[src/rtl/uart_rx_monitor.sv]
// 8N1 UART receiver for the simulation fixture: synchronizes the TX line, decodes frames and
// queues received bytes in a small FIFO behind a ready/valid stream.
module uart_rx_monitor #(
    parameter int unsigned ClkPerBit = 16,
    parameter int unsigned FifoDepth = 4
) (
    input  logic                         clk_i,
    input  logic                         rst_i,
    input  logic                         rx_i,
    output logic [7:0]                   byte_o,
    output logic                         valid_o,
    input  logic                         ready_i,
    output logic                         reading_byte_o,
    output logic                         frame_err_o,
    output logic                         overflow_o,
    output logic [$clog2(FifoDepth):0]   level_o
);

    localparam int unsigned CntW = $clog2(ClkPerBit);
    localparam int unsigned PtrW = $clog2(FifoDepth);
    localparam logic [CntW-1:0] HalfLoad = CntW'(ClkPerBit / 2 - 1);
    localparam logic [CntW-1:0] FullLoad = CntW'(ClkPerBit - 1);
    localparam logic [PtrW:0]   FullLvl  = (PtrW + 1)'(FifoDepth);

    typedef enum logic [2:0] {StIdle, StStart, StData, StStop, StWaitIdle} state_e;

    logic           rx_meta_q, rx_sync_q, rx_prev_q;
    logic [1:0]     warm_q;
    logic           armed_q;
    logic           fall;

    state_e         state_q, state_d;
    logic [CntW-1:0] cnt_q, cnt_d;
    logic [2:0]     idx_q, idx_d;
    logic [7:0]     shreg_q, shreg_d;
    logic           busy_q;
    logic           ferr_q, ferr_d;
    logic           tick;
    logic           push;

    logic [7:0]     mem_q [FifoDepth];
    logic [PtrW-1:0] wr_ptr_q, wr_ptr_d, rd_ptr_q, rd_ptr_d;
    logic [PtrW:0]  count_q, count_d;
    logic [7:0]     byte_q, byte_d;
    logic           ovf_q, ovf_d;
    logic           pop, full, push_ok;

    // armed_q only rises once the synchronizer holds a real post-reset 1, so a line held low
    // through reset never looks like a start bit.
    always_ff @(posedge clk_i) begin
        if (rst_i) begin
            rx_meta_q <= 1'b1;
            rx_sync_q <= 1'b1;
            rx_prev_q <= 1'b1;
            warm_q    <= 2'b00;
            armed_q   <= 1'b0;
        end else begin
            rx_meta_q <= rx_i;
            rx_sync_q <= rx_meta_q;
            rx_prev_q <= rx_sync_q;
            warm_q    <= {warm_q[0], 1'b1};
            armed_q   <= armed_q | (warm_q[1] & rx_sync_q);
        end
    end

    assign fall = armed_q & ~rx_sync_q & rx_prev_q;

    always_comb begin
        state_d = state_q;
        cnt_d   = cnt_q;
        idx_d   = idx_q;
        shreg_d = shreg_q;
        push    = 1'b0;
        ferr_d  = 1'b0;
        tick    = (cnt_q == '0);
        case (state_q)
            StIdle: begin
                if (fall) begin
                    state_d = StStart;
                    cnt_d   = HalfLoad;
                end
            end
            StStart: begin
                cnt_d = tick ? FullLoad : cnt_q - 1'b1;
                if (tick) begin
                    if (rx_sync_q) begin
                        state_d = StIdle;
                    end else begin
                        state_d = StData;
                        idx_d   = 3'd0;
                    end
                end
            end
            StData: begin
                cnt_d = tick ? FullLoad : cnt_q - 1'b1;
                if (tick) begin
                    shreg_d[idx_q] = rx_sync_q;
                    if (idx_q == 3'd7) begin
                        state_d = StStop;
                    end else begin
                        idx_d = idx_q + 3'd1;
                    end
                end
            end
            StStop: begin
                cnt_d = tick ? FullLoad : cnt_q - 1'b1;
                if (tick) begin
                    if (rx_sync_q) begin
                        push    = 1'b1;
                        state_d = StIdle;
                    end else begin
                        ferr_d  = 1'b1;
                        state_d = StWaitIdle;
                    end
                end
            end
            StWaitIdle: begin
                if (rx_sync_q) begin
                    state_d = StIdle;
                end
            end
            default: state_d = StIdle;
        endcase
    end

    always_ff @(posedge clk_i) begin
        if (rst_i) begin
            state_q <= StIdle;
            cnt_q   <= '0;
            idx_q   <= 3'd0;
            shreg_q <= 8'h00;
            busy_q  <= 1'b0;
            ferr_q  <= 1'b0;
        end else begin
            state_q <= state_d;
            cnt_q   <= cnt_d;
            idx_q   <= idx_d;
            shreg_q <= shreg_d;
            busy_q  <= (state_d != StIdle);
            ferr_q  <= ferr_d;
        end
    end

    always_comb begin
        pop      = valid_o & ready_i;
        full     = (count_q == FullLvl);
        push_ok  = push & (~full | pop);
        ovf_d    = push & full & ~pop;
        wr_ptr_d = push_ok ? wr_ptr_q + 1'b1 : wr_ptr_q;
        rd_ptr_d = pop ? rd_ptr_q + 1'b1 : rd_ptr_q;
        case ({push_ok, pop})
            2'b10:   count_d = count_q + 1'b1;
            2'b01:   count_d = count_q - 1'b1;
            default: count_d = count_q;
        endcase
        // Head register: the incoming byte becomes head when it lands on the new read slot.
        byte_d = byte_q;
        if (count_d != '0) begin
            byte_d = (push_ok && (wr_ptr_q == rd_ptr_d)) ? shreg_q : mem_q[rd_ptr_d];
        end
    end

    always_ff @(posedge clk_i) begin
        if (rst_i) begin
            for (int i = 0; i < FifoDepth; i++) begin
                mem_q[i] <= 8'h00;
            end
            wr_ptr_q <= '0;
            rd_ptr_q <= '0;
            count_q  <= '0;
            byte_q   <= 8'h00;
            ovf_q    <= 1'b0;
        end else begin
            if (push_ok) begin
                mem_q[wr_ptr_q] <= shreg_q;
            end
            wr_ptr_q <= wr_ptr_d;
            rd_ptr_q <= rd_ptr_d;
            count_q  <= count_d;
            byte_q   <= byte_d;
            ovf_q    <= ovf_d;
        end
    end

    assign byte_o         = byte_q;
    assign valid_o        = (count_q != '0);
    assign level_o        = count_q;
    assign reading_byte_o = busy_q;
    assign frame_err_o    = ferr_q;
    assign overflow_o     = ovf_q;

endmodule

[config.mk]
export PLATFORM = sky130hd
export DESIGN_NAME = uart_rx_monitor
export DESIGN_NICKNAME = d
export VERILOG_FILES = /design/src/rtl/uart_rx_monitor.sv
export SDC_FILE = /design/constraint.sdc
export NUM_CORES = 1
export LEC_CHECK = 0
export CORE_AREA = 2 2 113 115
export CTS_CLUSTER_SIZE = 16
export DETAILED_ROUTE_END_ITERATION = 7
export DIE_AREA = 0 0 115 117
export SYNTH_ARGS = -nofsm -noshare
export SYNTH_HDL_FRONTEND = slang
export SYNTH_SLANG_ARGS = --single-unit
[constraint.sdc]
create_clock -name clk_i -period 3.8 [get_ports clk_i]
set_input_delay 0.57 -clock clk_i [delete_from_list [all_inputs] [get_ports clk_i]]
set_output_delay 0.57 -clock clk_i [all_outputs]
set_load 0.05 [all_outputs]
* Word level (Yosys, flattened, before mapping)
Memories as Yosys holds them, arrays and structs flattened. A register that Yosys moved wholly into a read port is not among the register bits. Index checks and enable logic that the tools add are counted. W data, S select, Z words.
Storage, ports and cells: flip-flop bits (word level) 34, memory bits (writable) 32, bits of input ports 4, output and inout bits 15, word-level logic and storage cells 101, memories 1
Cells by class: $add $sub $neg 6, $lt $le $gt $ge 2, eq/ne operators 13, muxes and demuxes 35, bitwise gates (word level) 14, reductions and logical operators 14
Memories:
- mem_q | words 4, bits a word 8, rd ports 1, clocked after memory_dff 1, write ports 4, RTL line 41 | logic [7:0] mem_q [FifoDepth];
Operators by type and width (count):
- $mux W3 | 11
- $pmux W3 S5 | 1
- $mux W1 | 12
- $pmux W3 S2 | 2
- $ne A2 B2 Y1 const B | 5
- $eq A3 B3 Y1 const B | 3
- $reduce_bool A3 Y1 | 3
- $bwmux W8 | 1
- $mux W4 | 2
- $mux W8 | 1
- $pmux W4 S2 | 1
- $reduce_or A8 Y1 | 1
- $and A1 B1 Y1 | 7
- $add A3 B1 Y3 const B | 2
- $eq A3 B2 Y1 const B | 2
- $mux W2 | 3
- $reduce_or A3 Y1 | 2
- $not A1 Y1 | 5
- $reduce_and A5 Y1 | 1
- $add A2 B1 Y2 const B | 2
- $logic_not A4 Y1 | 1
- $lt A3 B4 Y1 const B | 1
- $reduce_and A2 Y1 | 2
- $reduce_bool A2 Y1 | 2
- other kinds (10) | 11

* Depth between registers and ports, before layout
Gate-level depths: netlist of run 1.
depth after elaboration 9, mapped depth 14, mapped depth without buffers 13

* Worst setup path after synthesis of run 1
No wires, ideal clock.
path type flip-flop to flip-flop, start point register count_q[2], in the netlist level_o[2], end point register byte_q[0], in the netlist byte_o[0], read port of mem_q, setup time 0.148 ns, data arrival time 3.617 ns, required time 3.652 ns, setup slack 0.035 ns, stages on the path, launching flop included 13, path buffers 1, clock period less this slack 3.765 ns, cell sequence dfxtp_1 -> or4b_2 -> nor4b_4 -> inv_1 -> ha_1 -> inv_1 -> fa_1 -> xor3_1 -> a32oi_1 -> clkbuf_1 -> o21ai_0 -> o41ai_1 -> a31oi_2
Between the ends: cells in the longest elaborated chain, start to end 7, elaborated cells between the ends (all ways) 13, classes of those cells 2 x add/sub; 3 x eq/ne; 2 x mux; 4 x bitwise; 2 x reduce/logical
RTL lines:
- from (decl) | RTL line 43 | logic [PtrW:0] count_q, count_d;
- from (signal assigned) | RTL line 179 | count_q <= count_d;
- $reduce_bool A3 Y1 or $eq A3 B3 Y1 (tied branches) | RTL line 186, 146
- $and A1 B1 Y1 or $not A1 Y1 (tied branches) | RTL line 145, 147
- $or A1 B1 Y1 | RTL line 147 | push_ok = push & (~full | pop);
- $and A1 B1 Y1 | RTL line 147
- $eq A2 B1 Y1 or $eq A2 B2 Y1 (tied branches) | RTL line 151 | case ({push_ok, pop})
- $pmux W3 S2 | RTL line 151
- $reduce_bool A3 Y1 | RTL line 158 | if (count_d != '0) begin
- to (decl) | RTL line 44 | logic [7:0] byte_q, byte_d;
Several ways; a longest one is shown, not always the timed one. A chain may end at the register's enable or synchronous reset.

* Final worst setup path of run 1
start point input ready_i, end point register byte_q[0], in the netlist byte_o[0], read port of mem_q
Between the ends: cells in the longest elaborated chain, start to end 6, elaborated cells between the ends (all ways) 8, classes of those cells 2 x eq/ne; 2 x mux; 3 x bitwise; 1 x reduce/logical
RTL lines:
- from (decl) | RTL line 12 | input logic ready_i,
- $and A1 B1 Y1 (*) | RTL line 145 | pop = valid_o & ready_i;
- $or A1 B1 Y1 | RTL line 147
- $and A1 B1 Y1 | RTL line 147
- $eq A2 B1 Y1 or $eq A2 B2 Y1 (tied branches) | RTL line 151
- $pmux W3 S2 | RTL line 151
- $reduce_bool A3 Y1 | RTL line 158
Every way passes the cells marked *; elsewhere a longest branch is shown, timed or not.

==> impl_metrics.py, run 1 <==
metrics = {
    "route": {
        "post-route-drc-count": 0,
        "initialDrtViolationCount": 113,
        "vias": 2474,
        "avgViaCountPerCell": 4.89,
        "dr.pass1.iters": 4,
        "wl_mm": 7.26,
        "ant_nets": 0,
        "routedWlPerCell_microns": 14.3,
    },
    "critical_path": {
        "start_kind": "input port",
        "crit_top_cell": "inv_1",
        "end_kind": "flip-flop",
        "critPathMaxStageDelay_ns": 0.64,
        "cpMaxStageDelayCell": "or4b_2",
        "worstPathArrival_ns": 3.73,
        "rr_startpoint": "level_o[0]",
        "crit_type": "in2reg",
        "crit_chain": "clkdlybuf4s50_1 -> or4b_2 -> nor4b_4 -> inv_1 -> ha_1 -> inv_1 -> fa_1 -> xor3_1 -> a32oi_2 -> buf_12 -> o21ai_0 -> o41ai_1 -> a31oi_2",
        "crit_fanout": 24,
        "rr_worst_depth": 12,
        "rrSetupSlack_ns": 0.40,
        "r2r_end": "byte_o[0]",
        "cp.required_ns": 3.99,
    },
    "power": {
        "swShare_pct": 21.1,
        "p_leak_nw": 1.59,
        "p_comb_share_pct": 3.0,
        "power.net_switching_mw": 0.376,
        "seq_power_share_pct": 47.8,
        "vdd_drop_max_uv": 211,
        "power_mw": 1.78,
        "clkPwrFrac_pct": 49.2,
        "power_density_mw_per_mm2": 412,
        "p_int_mw": 1.41,
    },
    "yosys": {
        "synth_seq_area_share_pct": 49.7,
        "synth_top_family_by_area": "simple AND/OR/NAND/NOR gates",
        "synth_fp_nets": 339,
        "synth_area_sq_mm": 0.00363,
        "yosys.area_share.simple_pct": 18.2,
        "synthAdderAreaFrac_pct": 1.93,
        "avgSynthCellArea_sq_um": 11.0,
        "synth-main-ff-cell": "dfxtp_1",
        "ys.warnings.count": 0,
        "synth_mux_area_share_pct": 9.39,
        "synth_edf_count": 32,
        "synthCells": 330,
        "ys_ff_latch": 74,
        "synthXorXnorAreaFrac_pct": 3.28,
        "synthDistinctLibCells": 50,
        "synth-compound-area-share_pct": 13.2,
        "synthArstFlopShare_pct": 0,
    },
    "die": {
        "fp.dieW_microns": 115,
        "die_y_microns": 117,
        "initial_utilization_pct": 29.5,
        "coreArea_sq_mm": 0.0123,
        "die_area_sq_mm": 0.0135,
        "ioPinCount": 19,
        "rows": 41,
    },
    "placement": {
        "portBuffers": 18,
        "routabilityCongestion": 0.709,
        "post-dp-hpwl_mm": 5.06,
    },
    "cells_and_area": {
        "diodes": 0,
        "multi_input_area_sq_mm": 0.00167,
        "layout_commonest_cell": "dfxtp_1",
        "final_nets": 360,
        "fillCellCount": 1199,
        "drive_gt1_share_pct": 18.0,
        "regArea_sq_mm": 0.00180,
        "layout_common_cells": "42 x dfxtp_1, 32 x edfxtp_1, 31 x nor2_1",
        "area_delta_synth_final_pct": 19.2,
    },
    "sta": {
        "finalCriticalPeriod_ns": 3.54,
        "finalSetupTns_ns": 0,
        "hold_viol_final": 0,
        "slew_headroom_pct": 18.3,
        "skew_ns": 0.00714,
        "setup_viol": 0,
        "worstMarginPinSlew_ns": 1.21,
        "fin_crit_sh_pct": 93.1,
        "rsz0062_at_grt": "false",
        "drv_slew": 0,
        "fmax_ghz": 0.283,
    },
    "clock_tree": {
        "root_buffer": "clkbuf_16",
        "postCtsSetupBuffers": 0,
        "clock_latency_ns": 0.33,
        "cts_buffers": 9,
        "ctsHoldBuffers": 0,
        "cts_tree": "built",
        "cts_buffer_depth": 2,
        "htree_levels": 3,
        "cts-resized-gates": 0,
        "clkSinkCount": 74,
        "path_clk_slew_ns": 0.06,
    },
    "hold_path": {
        "hold_depth": 1,
        "whs_endpoint": "rx_sync_q",
        "hold_path.class": "reg2reg",
        "holdCritStartpoint": "rx_meta_q",
    },
    "global_routing": {
        "antenna_found_initial": 0,
        "grt_usage_pct": 11.6,
        "grt_pass1_wl_mm": 12.2,
        "overflow": 0,
        "grt_pass1_vias": 2369,
        "grt_start_max_net_pins": 37,
    },
    "status": {
        "status": "finished clean",
    },
    "run": {
        "drv_cap": 0,
    },
}
flip-flops by register name, summed over array words and instances (netlist names), 2 cells and up:
name      count
byte_o        8
cnt_q         4
idx_q         3
level_o       3
mem_q        32
rd_ptr_q      2
shreg_q       8
state_q       3
warm_q        2
wr_ptr_q      2
power groups by stage:
stage	clock network, mW	registers [mW]	logic (mW)
floorplan	0	0.866	0.0373
global placement	0	0.868	0.0528
detailed placement	0	0.868	0.0541
CTS	0.893	0.851	0.0544
global route	0.930	0.852	0.0594
finish	0.877	0.851	0.0541
worst max path at each step:
stage | start | end
final | ready_i | byte_o[0]
after global routing | ready_i | byte_o[7]
after CTS | ready_i | byte_o[0]
after detailed placement | ready_i | byte_o[0]
after global placement | ready_i | byte_o[4]
after floorplan | level_o[2] | byte_o[0]
critical path: cells and delay by family:
kind / cells / cell delay, ns
buf+inv: 4 / 0.75
simple gates: 2 / 0.80
fa+ha+maj: 2 / 0.56
xor+xnor: 1 / 0.21
compound gates: 4 / 0.85
stage by stage:
| step | instance area, sq um | setup slack, ns | hold WS, ns | cells | util, % |
|---|---|---|---|---|---|
| floorplan | 3630 | 0.0351 | 0.389 | 330 | - |
| global placement | 4010 | 0.0972 | 0.393 | 490 | 32.5 |
| detailed placement | 4010 | -0.0650 | 0.395 | 490 | 32.5 |
| CTS | 4320 | 0.273 | 0.408 | 506 | 35.1 |
| global route | 4320 | 0.123 | 0.431 | 506 | 35.1 |
| finish | 4320 | 0.263 | 0.407 | 506 | 35.1 |
cell usage after synthesis, drive strengths merged, types with 3 or more instances:
master  count  area, sq um
mux2        8         90.1
edfxtp     32          961
o31ai       4         43.8
nor3        6         30.0
buf         6         41.3
xor2        6         86.3
nor2b       4         25.0
ha          4         50.1
nand3b      3         22.5
or3         5         31.3
nand2      12         45.0
clkbuf     13         48.8
nor4        9         56.3
mux2i      25          250
nor2       31          116
o21ai      12         60.1
and2       16          100
inv        18         67.6
a21oi      12         60.1
o41ai       8         70.1
o21a        9         67.6
dfxtp      42          841
nor3b       7         57.6
a31oi       8          100
or2         9         56.3
metal layers:
metal  up-vias  wire, microns  track usage [%]  part of all wire (%)
li1       1236              -                -                     -
met1      1200           3540             15.0                    49
met2        32           3400             18.6                    47
met3         6            215             3.40                   3.0
met4         0             99             4.18                   1.4
met5         -              0                0                     0
logic make-up (layout without fill, tap and decap cells):
| kind of cell | after synthesis | in the layout |
|---|---|---|
| DFF | 74 | 74 |
| xor gates and xnor gates | 8 | 8 |
| buffers and inverters | 37 | 63 |
| adders and majority gates | 5 | 5 |
| and+or+nand+nor | 114 | 114 |
| AOI/OAI and AO/OA | 59 | 59 |
| muxes | 33 | 33 |
cell type report:
| class | count | area share (%) |
|---|---|---|
| clock buffers | 12 | 6.69 |
| clock inverters | 4 | 0.608 |
| inverters | 18 | 1.56 |
| multi-input cells | 219 | 38.7 |
| flip-flops and latches | 74 | 41.7 |
| well taps | 150 | 4.34 |
| repair buffers | 29 | 6.37 |
(Power assumes the default switching activity.)
==> inputs of run 2 (changes only) <==
--- a/config.mk
+++ b/config.mk
@@ -5,10 +5,14 @@
 export SDC_FILE = /design/constraint.sdc
 export NUM_CORES = 1
 export LEC_CHECK = 0
+export CELL_PAD_IN_SITES_DETAIL_PLACEMENT = 0
+export CELL_PAD_IN_SITES_GLOBAL_PLACEMENT = 1
 export CORE_AREA = 2 2 113 115
 export CTS_CLUSTER_SIZE = 16
 export DETAILED_ROUTE_END_ITERATION = 7
 export DIE_AREA = 0 0 115 117
+export PLACE_DENSITY_LB_ADDON = 0.1
+export SLEW_MARGIN = 0
 export SYNTH_ARGS = -nofsm -noshare
 export SYNTH_HDL_FRONTEND = slang
 export SYNTH_SLANG_ARGS = --single-unit
==> run 2 against run 1 <==
Against the previous run: via count is 1.3% lower; fmax increased by 2.4%; setup slack better by 0.084 ns; routed wire length up 8.6%; cell area is essentially flat; sequential cell count unchanged; combinational power decreased by 2%; die area stayed put; critical path type unchanged; largest cell class unchanged.
==> impl_metrics.py, run 2 (synthesis results as in run 1) <==
metrics = {
    "route": {
        "post-route-drc-count": 0,
        "dr.pass1.iters": 4,
        "wl_mm": 7.88,
        "initialDrtViolationCount": 108,
        "avgViaCountPerCell": 4.79,
        "vias": 2442,
        "ant_nets": 0,
        "routedWlPerCell_microns": 15.4,
    },
    "critical_path": {
        "cpMaxStageDelayCell": "or4b_2",
        "worstPathArrival_ns": 3.66,
        "end_kind": "flip-flop",
        "crit_chain": "clkdlybuf4s50_1 -> or4b_2 -> nor4b_4 -> inv_1 -> ha_1 -> inv_1 -> fa_1 -> xor3_1 -> a32oi_2 -> buf_4 -> o21ai_0 -> o41ai_1 -> a31oi_2",
        "start_kind": "input port",
        "cp.required_ns": 4.00,
        "critPathMaxStageDelay_ns": 0.65,
        "crit_type": "in2reg",
        "crit_top_cell": "inv_1",
        "crit_fanout": 16,
    },
    "sta": {
        "drv_slew": 0,
        "rsz0062_at_grt": "false",
        "worstMarginPinSlew_ns": 0.777,
        "skew_ns": 0.00511,
        "worst_slack_ns": 0.347,
        "setup_viol": 0,
        "slew_headroom_pct": 48.1,
        "finalCriticalPeriod_ns": 3.45,
        "hold_viol_final": 0,
        "fin_crit_sh_pct": 90.9,
        "finalSetupTns_ns": 0,
        "fmax_ghz": 0.290,
    },
    "status": {
        "status": "finished clean",
    },
    "placement": {
        "portBuffers": 18,
        "placed_area_sq_mm": 0.00402,
        "post-dp-hpwl_mm": 5.55,
        "routabilityCongestion": 0.767,
        "pre_cts_slack_ns": -0.00731,
    },
    "clock_tree": {
        "cts-resized-gates": 0,
        "root_buffer": "clkbuf_16",
        "ctsHoldBuffers": 0,
        "cts_buffer_depth": 2,
        "cts_buffers": 9,
        "cts_tree": "built",
        "clkSinkCount": 74,
        "clock_latency_ns": 0.33,
        "path_clk_slew_ns": 0.06,
        "htree_levels": 3,
        "postCtsSetupBuffers": 0,
    },
    "die": {
        "rows": 41,
        "die_y_microns": 117,
        "coreArea_sq_mm": 0.0123,
        "ioPinCount": 19,
        "initial_utilization_pct": 29.5,
        "fp.dieW_microns": 115,
        "die_area_sq_mm": 0.0135,
    },
    "global_routing": {
        "overflow": 0,
        "grt_pass1_vias": 2403,
        "grt_start_max_net_pins": 37,
        "grt_usage_pct": 12.8,
        "antenna_found_initial": 0,
        "grt_pass1_wl_mm": 13.1,
    },
    "cells_and_area": {
        "utilization_pct": 35.1,
        "layout_common_cells": "42 x dfxtp_1, 32 x edfxtp_1, 31 x nor2_1",
        "drive_gt1_share_pct": 18.3,
        "fillCellCount": 1263,
        "regArea_sq_mm": 0.00180,
        "final_nets": 364,
        "fin_area_sq_mm": 0.00432,
        "top_register": "mem_q",
        "largest_register_ffs": 32,
        "multi_input_area_sq_mm": 0.00167,
        "diodes": 0,
        "area_delta_synth_final_pct": 19.1,
        "layout_commonest_cell": "dfxtp_1",
    },
    "power": {
        "power_density_mw_per_mm2": 404,
        "vdd_drop_max_uv": 130,
        "p_leak_nw": 1.60,
    },
    "run": {
        "drv_cap": 0,
    },
    "hold_path": {
        "hold_path.class": "reg2reg",
    },
}
[run 2: final timing paths]
check	cells after the start	slack, ns	startpoint	end
max	13	0.35	ready_i	byte_o[0]
min	1	0.41	rx_meta_q	rx_sync_q
min reg2reg	1	0.41	rx_meta_q	rx_sync_q
max reg2reg	14	0.65	cnt_q[0]	byte_o[0]
[run 2: layout make-up]
class | instances | area share (%)
Clock buffer | 14 | 6.60
Clock inverter | 2 | 0.232
Inverter | 18 | 1.56
Multi-Input combinational cell | 219 | 38.8
Sequential cell | 74 | 41.7
Tap cell | 150 | 4.35
Timing Repair Buffer | 33 | 6.78
[run 2: report_power, final]
group	switching (mW)	leakage [nW]	internal [mW]
combinational	0.0332	0.781	0.0200
clock	0.322	0.148	0.516
sequential	0.00823	0.670	0.844
total	0.363	1.60	1.38
[run 2: stage by stage]
stage / hold WS, ns / power [mW] / std cells
finish: 0.406 / 1.74 / 510
global placement: 0.394 / 0.925 / 494
floorplan: 0.389 / 0.903 / 330
global route: 0.419 / 1.82 / 510
detailed placement: 0.394 / 0.924 / 494
CTS: 0.408 / 1.77 / 510
[run 2: worst max-delay path, delay by kind of cell]
family	cells	cell delay (ns)
simple gates	2	0.82
buf+inv	4	0.78
compound gates	4	0.72
fa+ha+maj	2	0.55
xor+xnor	1	0.21
[run 2: layer usage]
layer / GRT usage (%) / vias up / part of all wire (%)
met2: 19.2 / 20 / 44
met1: 17.4 / 1162 / 52
li1: - / 1246 / -
met5: 0 / - / 0
met3: 3.14 / 14 / 2.2
met4: 6.10 / 0 / 1.9
==> inputs of run 3 (changes only) <==
--- a/config.mk
+++ b/config.mk
@@ -12,7 +12,7 @@
 export DETAILED_ROUTE_END_ITERATION = 7
 export DIE_AREA = 0 0 115 117
 export PLACE_DENSITY_LB_ADDON = 0.1
-export SLEW_MARGIN = 0
+export SLEW_MARGIN = 20
 export SYNTH_ARGS = -nofsm -noshare
 export SYNTH_HDL_FRONTEND = slang
 export SYNTH_SLANG_ARGS = --single-unit
==> results of run 3 <==
Same layout as run 2: the final DEF is identical, and so are final timing and power.
